File: src/rtl/pixel_line_packer.sv
// Packs a serial 1-bit pixel stream MSB-first into WORD_W-bit words tagged
// with their linear frame word address, and queues them for a ready/valid consumer.
// Ports: iCLK, iRST_n (async low); iSTART frame pulse; iPIXEL/iVALID pixel in;
//   oWORD/oADDR/oVALID/iREADY word out; oBUSY, oFRAME_DONE, oOVERFLOW status.
module pixel_line_packer #(
    parameter int H_ACTIVE   = 640,
    parameter int V_ACTIVE   = 480,
    parameter int WORD_W     = 16,
    parameter int ADDR_W     = 15,
    parameter int FIFO_DEPTH = 4
) (
    input  logic              iCLK,
    input  logic              iRST_n,
    input  logic              iSTART,
    input  logic              iPIXEL,
    input  logic              iVALID,
    output logic [WORD_W-1:0] oWORD,
    output logic [ADDR_W-1:0] oADDR,
    output logic              oVALID,
    input  logic              iREADY,
    output logic              oBUSY,
    output logic              oFRAME_DONE,
    output logic              oOVERFLOW
);

    localparam int BW = (WORD_W > 1) ? $clog2(WORD_W) : 1;
    localparam int XW = $clog2(H_ACTIVE + 1);
    localparam int YW = $clog2(V_ACTIVE + 1);
    localparam int PW = $clog2(FIFO_DEPTH);

    typedef enum logic [1:0] {
        S_IDLE,
        S_PACK,
        S_FLUSH
    } state_t;

    state_t            state_q, state_d;
    logic [WORD_W-2:0] shreg_q, shreg_d;
    logic [BW-1:0]     bcnt_q, bcnt_d;
    logic [XW-1:0]     x_q, x_d;
    logic [YW-1:0]     y_q, y_d;
    logic [ADDR_W-1:0] addr_q, addr_d;
    logic [PW:0]       wr_q, wr_d;
    logic [PW:0]       rd_q, rd_d;
    logic              busy_q, busy_d;
    logic              done_q, done_d;
    logic              ovf_q, ovf_d;

    logic [WORD_W-1:0] mem_w [FIFO_DEPTH];
    logic [ADDR_W-1:0] mem_a [FIFO_DEPTH];

    logic              empty;
    logic              full;
    logic              pop;
    logic              pix;
    logic              wdone;
    logic              last;
    logic              push;
    logic [WORD_W-1:0] word_new;

    // Pointers carry one extra wrap bit to tell full from empty.
    assign empty    = (wr_q == rd_q);
    assign full     = (wr_q[PW] != rd_q[PW]) &&
                      (wr_q[PW-1:0] == rd_q[PW-1:0]);
    assign pop      = !empty && iREADY;
    assign pix      = iVALID && !iSTART && (state_q == S_PACK);
    assign wdone    = pix && (bcnt_q == BW'(WORD_W - 1));
    assign last     = pix && (x_q == XW'(H_ACTIVE - 1)) &&
                      (y_q == YW'(V_ACTIVE - 1));
    // A pop in the same cycle frees the slot for a push into a full FIFO.
    assign push     = wdone && (!full || pop);
    assign word_new = {shreg_q, iPIXEL};

    always_comb begin
        state_d = state_q;
        shreg_d = shreg_q;
        bcnt_d  = bcnt_q;
        x_d     = x_q;
        y_d     = y_q;
        addr_d  = addr_q;
        ovf_d   = ovf_q;
        done_d  = 1'b0;
        wr_d    = wr_q + {{PW{1'b0}}, push};
        rd_d    = rd_q + {{PW{1'b0}}, pop};
        if (iSTART) begin
            state_d = S_PACK;
            bcnt_d  = '0;
            x_d     = '0;
            y_d     = '0;
            addr_d  = '0;
            ovf_d   = 1'b0;
            // Aborting a frame discards its queued words; words left
            // from a completed frame stay poppable.
            if (state_q != S_IDLE) begin
                wr_d = '0;
                rd_d = '0;
            end
        end else begin
            unique case (state_q)
                S_IDLE: ;
                S_PACK: begin
                    if (pix) begin
                        shreg_d = word_new[WORD_W-2:0];
                        if (wdone) begin
                            bcnt_d = '0;
                            addr_d = addr_q + ADDR_W'(1);
                            if (!push) begin
                                ovf_d = 1'b1;
                            end
                        end else begin
                            bcnt_d = bcnt_q + BW'(1);
                        end
                        if (x_q == XW'(H_ACTIVE - 1)) begin
                            x_d = '0;
                            y_d = y_q + YW'(1);
                        end else begin
                            x_d = x_q + XW'(1);
                        end
                        if (last) begin
                            state_d = S_FLUSH;
                        end
                    end
                end
                S_FLUSH: begin
                    if (empty) begin
                        done_d  = 1'b1;
                        state_d = S_IDLE;
                    end
                end
                default: state_d = S_IDLE;
            endcase
        end
        busy_d = (state_d != S_IDLE);
    end

    always_ff @(posedge iCLK or negedge iRST_n) begin
        if (!iRST_n) begin
            state_q <= S_IDLE;
            shreg_q <= '0;
            bcnt_q  <= '0;
            x_q     <= '0;
            y_q     <= '0;
            addr_q  <= '0;
            wr_q    <= '0;
            rd_q    <= '0;
            busy_q  <= 1'b0;
            done_q  <= 1'b0;
            ovf_q   <= 1'b0;
        end else begin
            state_q <= state_d;
            shreg_q <= shreg_d;
            bcnt_q  <= bcnt_d;
            x_q     <= x_d;
            y_q     <= y_d;
            addr_q  <= addr_d;
            wr_q    <= wr_d;
            rd_q    <= rd_d;
            busy_q  <= busy_d;
            done_q  <= done_d;
            ovf_q   <= ovf_d;
        end
    end

    // Storage needs no reset: the head is masked while the FIFO is empty.
    always_ff @(posedge iCLK) begin
        if (push) begin
            mem_w[wr_q[PW-1:0]] <= word_new;
            mem_a[wr_q[PW-1:0]] <= addr_q;
        end
    end

    assign oVALID      = !empty;
    assign oWORD       = empty ? '0 : mem_w[rd_q[PW-1:0]];
    assign oADDR       = empty ? '0 : mem_a[rd_q[PW-1:0]];
    assign oBUSY       = busy_q;
    assign oFRAME_DONE = done_q;
    assign oOVERFLOW   = ovf_q;

endmodule
File: config.mk
export PLATFORM = sky130hd
export DESIGN_NAME = pixel_line_packer
export DESIGN_NICKNAME = d
export VERILOG_FILES = /design/src/rtl/pixel_line_packer.sv
export SDC_FILE = /design/constraint.sdc
export NUM_CORES = 1
export LEC_CHECK = 0
export ABC_AREA = 1
export BUFFER_PORTS_ARGS = -buffer_cell sky130_fd_sc_hd__clkbuf_2
export CAP_MARGIN = 5
export CORE_MARGIN = 2
export CORE_UTILIZATION = 35
export DETAILED_ROUTE_END_ITERATION = 8
export GPL_TIMING_DRIVEN = 0
export REMOVE_ABC_BUFFERS = 1
export SLEW_MARGIN = 20
export SYNTH_ARGS = -nofsm -noshare
export SYNTH_HDL_FRONTEND = slang
export SYNTH_SLANG_ARGS = --single-unit
File: constraint.sdc
create_clock -name iCLK -period 2.9 [get_ports iCLK]
set_clock_uncertainty 0.1 [all_clocks]
set_input_delay 0.58 -clock iCLK [delete_from_list [all_inputs] [get_ports iCLK]]
set_output_delay 0.58 -clock iCLK [all_outputs]
set_load 0.01 [all_outputs]
; Word level (Yosys, flattened, before mapping)
; Memories as Yosys holds them, arrays and structs flattened.
; Cells that the tools add are included.
[word_totals]
ram_bits = 124
inputBits = 6
elab_cells = 90
memories = 2
reg_bits = 64
[op_classes]
n_addsub = 6
bitwise = 1
n_eq_ne = 9
n_mux = 37
n_reduce_logical = 24
[mem_list]
columns = name, depth, word_bits, read_ports, rd_ports_with_merged_regs, wr, line
row1 = mem_w, 4, 16, 1, 0, 1, 49  ; logic [WORD_W-1:0] mem_w [FIFO_DEPTH];
row2 = mem_a, 4, 15, 1, 0, 1, 50  ; logic [ADDR_W-1:0] mem_a [FIFO_DEPTH];
[ops]
columns = operator, count
row1 = 15-bit two-way mux, 5
row2 = 10-bit two-way mux, 4
row3 = 9-bit two-way mux, 4
row4 = 16-bit two-way mux, 1
row5 = 4-bit two-way mux, 4
row6 = 15-bit by 1-bit adder with 15-bit output (second input constant), 1
row7 = 3-bit two-way mux, 4
row8 = 2-bit nonzero test, 6
row9 = 10-bit by 1-bit adder with 10-bit output (second input constant), 1
row10 = 10-bit equality test (second input constant), 1
row11 = 1-bit two-way mux, 10
row12 = 9-bit by 1-bit adder with 9-bit output (second input constant), 1
row13 = 9-bit equality test (second input constant), 1
row14 = 3-bit AND reduction, 3
row15 = 1-bit logical AND, 8
row16 = 2-bit two-way mux, 4
row17 = 3-bit by 1-bit adder with 3-bit output, 2
row18 = 2-bit case mux with 3 select lines, 1
row19 = 4-bit by 1-bit adder with 4-bit output (second input constant), 1
row20 = 4-bit equality test (second input constant), 1
row21 = 4-bit AND reduction, 1
row22 = 3-bit equality test, 1
row23 = 1-bit zero test, 3
row24 = 2-bit by 1-bit equality test with 1-bit output (second input constant), 1
row25 = 8 further kinds, 8

; Depth between registers and ports, before layout
[logic_depth]
ltp_word = 10
ltp_mapped = 11

; Worst setup path before layout
; Ideal clock, no wire load.
[synth_timing]
kind = input -> register
from = in iVALID
to = mem mem_a[0][0], enable pin
setup_ns = 0.419
arrival_time_ns = 2.484
path_stages = 6
setup_slack_ns = -0.103
t_required_ns = 2.381
cell_sequence = inv_1 nor2_1 nand3_1 inv_1 nand3b_1 nor2_1
[synth_between]
elab_chain_len = 6
[synth_lines]
columns = element, line
row1 = start: declaration, 16  ; input logic iVALID,
row2 = 1-bit logical AND (2 in series), 66  ; assign pix = iVALID && !iSTART && (state_q == S_PACK);
row3 = 1-bit logical AND, 67  ; assign wdone = pix && (bcnt_q == BW'(WORD_W - 1));
row4 = 1-bit logical AND, 71  ; assign push = wdone && (!full || pop);
row5 = 1-bit two-way mux, 166  ; if (push) begin
row6 = 1-bit two-way mux (implied by the code), 168  ; mem_a[wr_q[PW-1:0]] <= addr_q;
row7 = end: declaration, 50
; Every way passes these cells.

; Worst setup path after layout
[layout_timing]
from = reg wr_q[2]
to = mem mem_w[0][11], enable pin
[layout_between]
elab_chain_len = 7
[layout_lines]
columns = element, line
row1 = start: declaration, 43  ; logic [PW:0] wr_q, wr_d;
row2 = start signal: assignment, 156  ; wr_q <= wr_d;
row3 = 3-bit equality test or 1-bit != test (tied branches), "62, 63"
row4 = 1-bit zero test or 1-bit logical AND (tied branches), "65, 63"
row5 = 1-bit logical AND or 1-bit zero test (tied branches), "65, 71"
row6 = 1-bit logical OR (*), 71
row7 = 1-bit logical AND (*), 71
row8 = 1-bit two-way mux (*), 166
row9 = 1-bit two-way mux (implied by the code) (*), 167  ; mem_w[wr_q[PW-1:0]] <= word_new;
row10 = end: declaration, 49
; Mark *: on every way between the ends. The rest lies on a longest branch, timed or not.

==> flow_metrics.env <==
export IMPL_status="finished clean"
export IMPL_cts_root_buffer="clkbuf_16"
export IMPL_seq_area_frac_synth_pct=64.8
export IMPL_numClockSinks=188
export IMPL_syn2layout_area_growth_pct=16.8
export IMPL_ant_nets=0
export IMPL_vdd_ir_drop_max_mv=0.271
export IMPL_die_y_um=157
export IMPL_yosys_warnings=0
export IMPL_dp_cells=1114
export IMPL_fillers=2260
export IMPL_async_flop_share_pct=34.0
export IMPL_maxSlewViolCount=0
export IMPL_clkLatencyLatePin_ps=420
export IMPL_cts_tree="yes"
export IMPL_grt_setup_unrepaired="no"
export IMPL_setup_violations=0
export IMPL_htreeDepth=4
export IMPL_path_class="reg -> reg"
export IMPL_die_w_um=157
export IMPL_numCtsBuffers=17
export IMPL_fmax_ghz=0.359
export IMPL_antenna_found_initial=0
export IMPL_grt_max_degree=50
export IMPL_num_rows=56
export IMPL_hold_violations=0
export IMPL_tightest_slew_ps=858
export IMPL_crit_chain="xnor2_2 > nor2_1 > nand2_1 > nand3b_1 > nor2_4 > buf_16"
export IMPL_die_area_um2=24700
export IMPL_cp_slowest_cell="xnor2_2"
export IMPL_clk_pin_slew_worst_paths_ps=70
export IMPL_place_detailed_hpwl_um=10100
export IMPL_grt_pass1_vias=5267
export IMPL_place_area_um2=8850
export IMPL_drv_cap=0
export IMPL_place_gp_congestion=0.775
export IMPL_synth_edf_count=124
export IMPL_syn_instance_count=779
export IMPL_worst_ep_arrival_time_ps=2810
export IMPL_num_antenna_cells=0
export IMPL_fin_cells=1161
export IMPL_drtPass1Iterations=5
export IMPL_max_stage_delay_ps=710
export IMPL_required_ps=2930
export IMPL_synth_cell_types=32
export IMPL_synthFlopType="edfxtp_1"
export IMPL_vias=5529
export IMPL_finalWirelength_um=17700
export IMPL_nets=843
export IMPL_clockBufferDepth=2
export IMPL_drive_gt1_share_pct=12.7
export IMPL_drt_drc_violations_left=0
export IMPL_worstSetupEndpointType="flip-flop"
export IMPL_min_period_over_period_pct=96.0
export IMPL_path_max_fanout=17
export IMPL_initial_utilization_pct=35.3
export IMPL_wire_per_inst_um=15.2
export IMPL_relSlewSlack_pct=42.5
export IMPL_leakagePower_nw=4.01
export IMPL_fin_tns_setup_ps=0
export IMPL_port_buffers=40
export IMPL_drtIter0Drc=430
export IMPL_hold_ws_ps=317
export IMPL_track_usage_pct=14.8
export IMPL_syn_area_um2=8220
export IMPL_vias_per_cell=4.76
export IMPL_fin_area_um2=9600
export IMPL_synth_seq_cells=188
export IMPL_grt_overflow=0
export IMPL_hold_path_class="in -> reg"
export IMPL_pwr_density_cell_nw_per_um2=559
export IMPL_fin_crit_ps=2780
export IMPL_critPathLaunchType="flip-flop"
export IMPL_syn_area_per_cell_um2=10.5
export IMPL_grt_first_pass_wirelength_um=28000
export IMPL_ios=41
export IMPL_core_area_um2=23300
cell usage in the layout (no fill, tap or decap), types with 3 or more instances in the layout:
cell type,instances
o22ai_1,33
inv_1,79
clkbuf_16,17
o21ai_0,50
nand3b_1,3
nor2_4,4
nand2_2,3
inv_2,3
o21ai_1,3
buf_16,5
edfxtp_1,124
nand3_1,26
mux2i_1,31
clkbuf_2,39
o21bai_1,3
a21oi_1,11
nor2_1,84
clkbuf_1,4
nand2_1,179
xor2_1,6
clkinv_2,3
nand4_1,16
ha_1,8
nor3_1,6
clkinvlp_4,4
dfrtp_1,62
buf_4,8
critical path: cells and delay by family, from the launching register on:
kind          cells  cell delay [ps]
xor+xnor          1              710
buf+inv           1              240
flops             1              420
simple gates      4             1010
per-layer routing:
metal | vias up | track usage [%] | wire [um] | part of all wire [%]
li1 | 2738 | - | - | -
met1 | 2684 | 19.5 | 8110 | 46
met2 | 86 | 24.7 | 8760 | 50
met3 | 21 | 2.86 | 492 | 2.8
met4 | 0 | 4.89 | 297 | 1.7
met5 | - | 0 | 0 | 0
final timing paths:
check,start,endpoint,slack [ps],cells after the start
hold / removal,iPIXEL,mem_w[0][0]$_DFFE_PP_,320,1
max in group asynchronous,iRST_n,rd_q[1]$_DFF_PN0_,1650,3
setup / recovery,wr_q[2]$_DFF_PN0_,mem_w[0][11]$_DFFE_PP_,120,6
min in group asynchronous,iRST_n,y_q[4]$_DFFE_PN0P_,500,2
hold reg to reg,y_q[1]$_DFFE_PN0P_,y_q[1]$_DFFE_PN0P_,410,2
setup reg to reg,wr_q[2]$_DFF_PN0_,mem_w[0][11]$_DFFE_PP_,120,6
cell families (layout without fill, tap and decap cells):
group | count (synthesis) | count (layout) | synth area share, %
and+or+nand+nor | 325 | 328 | 16.2
DFF | 188 | 188 | 64.8
buffers and inverters | 114 | 174 | 5.94
AOI/OAI and AO/OA | 104 | 104 | 7.08
muxes | 31 | 31 | 3.78
xor gates and xnor gates | 9 | 9 | 0.959
adders and majority gates | 8 | 8 | 1.22
what timing repair did:
| item | 4_1_cts | 5_1_grt |
|---|---|---|
| hold buffers | 1 | 0 |
| hold endpoints to repair | 15 | 0 |
| gates cloned | 3 | 0 |
| buffers inserted | 6 | 5 |
| resized for setup | 8 | 0 |
| pin swaps | 1 | 0 |
| endpoints found under the setup margin | 32 | 21 |
registers in the layout, summed over array words and instances, names as in the netlist:
| register | count |
|---|---|
| bcnt_q | 4 |
| state_q | 2 |
| x_q | 10 |
| addr_q | 15 |
| mem_w | 64 |
| mem_a | 60 |
| wr_q | 3 |
| oFRAME_DONE | 1 |
| shreg_q | 15 |
| oOVERFLOW | 1 |
| oBUSY | 1 |
| rd_q | 3 |
| y_q | 9 |
report_power, final:
group	total [mW]	switching [mW]	internal, mW
clock	2.23	0.962	1.27
combinational	0.126	0.0890	0.0371
sequential	3.01	0.0689	2.94
per-stage QoR:
stage | worst slack [ps] | utilization, % | power, mW
floorplan | -1000 | - | 3.11
global placement | -2970 | 37.1 | 3.17
detailed placement | -96.5 | 38.0 | 3.19
CTS | 65.6 | 41.1 | 5.40
global route | 10.9 | 41.3 | 5.54
finish | 117 | 41.3 | 5.36
area by class of cell:
type	instances	area, um^2	share of cell area [%]
Timing Repair Buffer	59	483	5.03
Clock inverter	11	123	1.28
Tap cell	319	399	4.16
Multi-Input combinational cell	480	2500	26.1
Inverter	83	314	3.27
Sequential cell	188	5330	55.6
Clock buffer	21	440	4.59
synth_stat cells, types with 6 or more instances:
library cell	instances	area, um^2
nor3_1	6	30.0
nand3_1	26	130
ha_1	8	100
clkbuf_1	8	30.0
xor2_1	6	52.6
nand2_1	179	672
o22ai_1	33	206
inv_1	80	300
mux2i_1	31	310
buf_2	12	60.1
edfxtp_1	124	3720
nand4_1	16	100
a21oi_1	11	55.1
nor2_1	88	330
o21ai_0	50	250
dfrtp_1	64	1600
No activity file was read; power rests on OpenSTA's default activity.
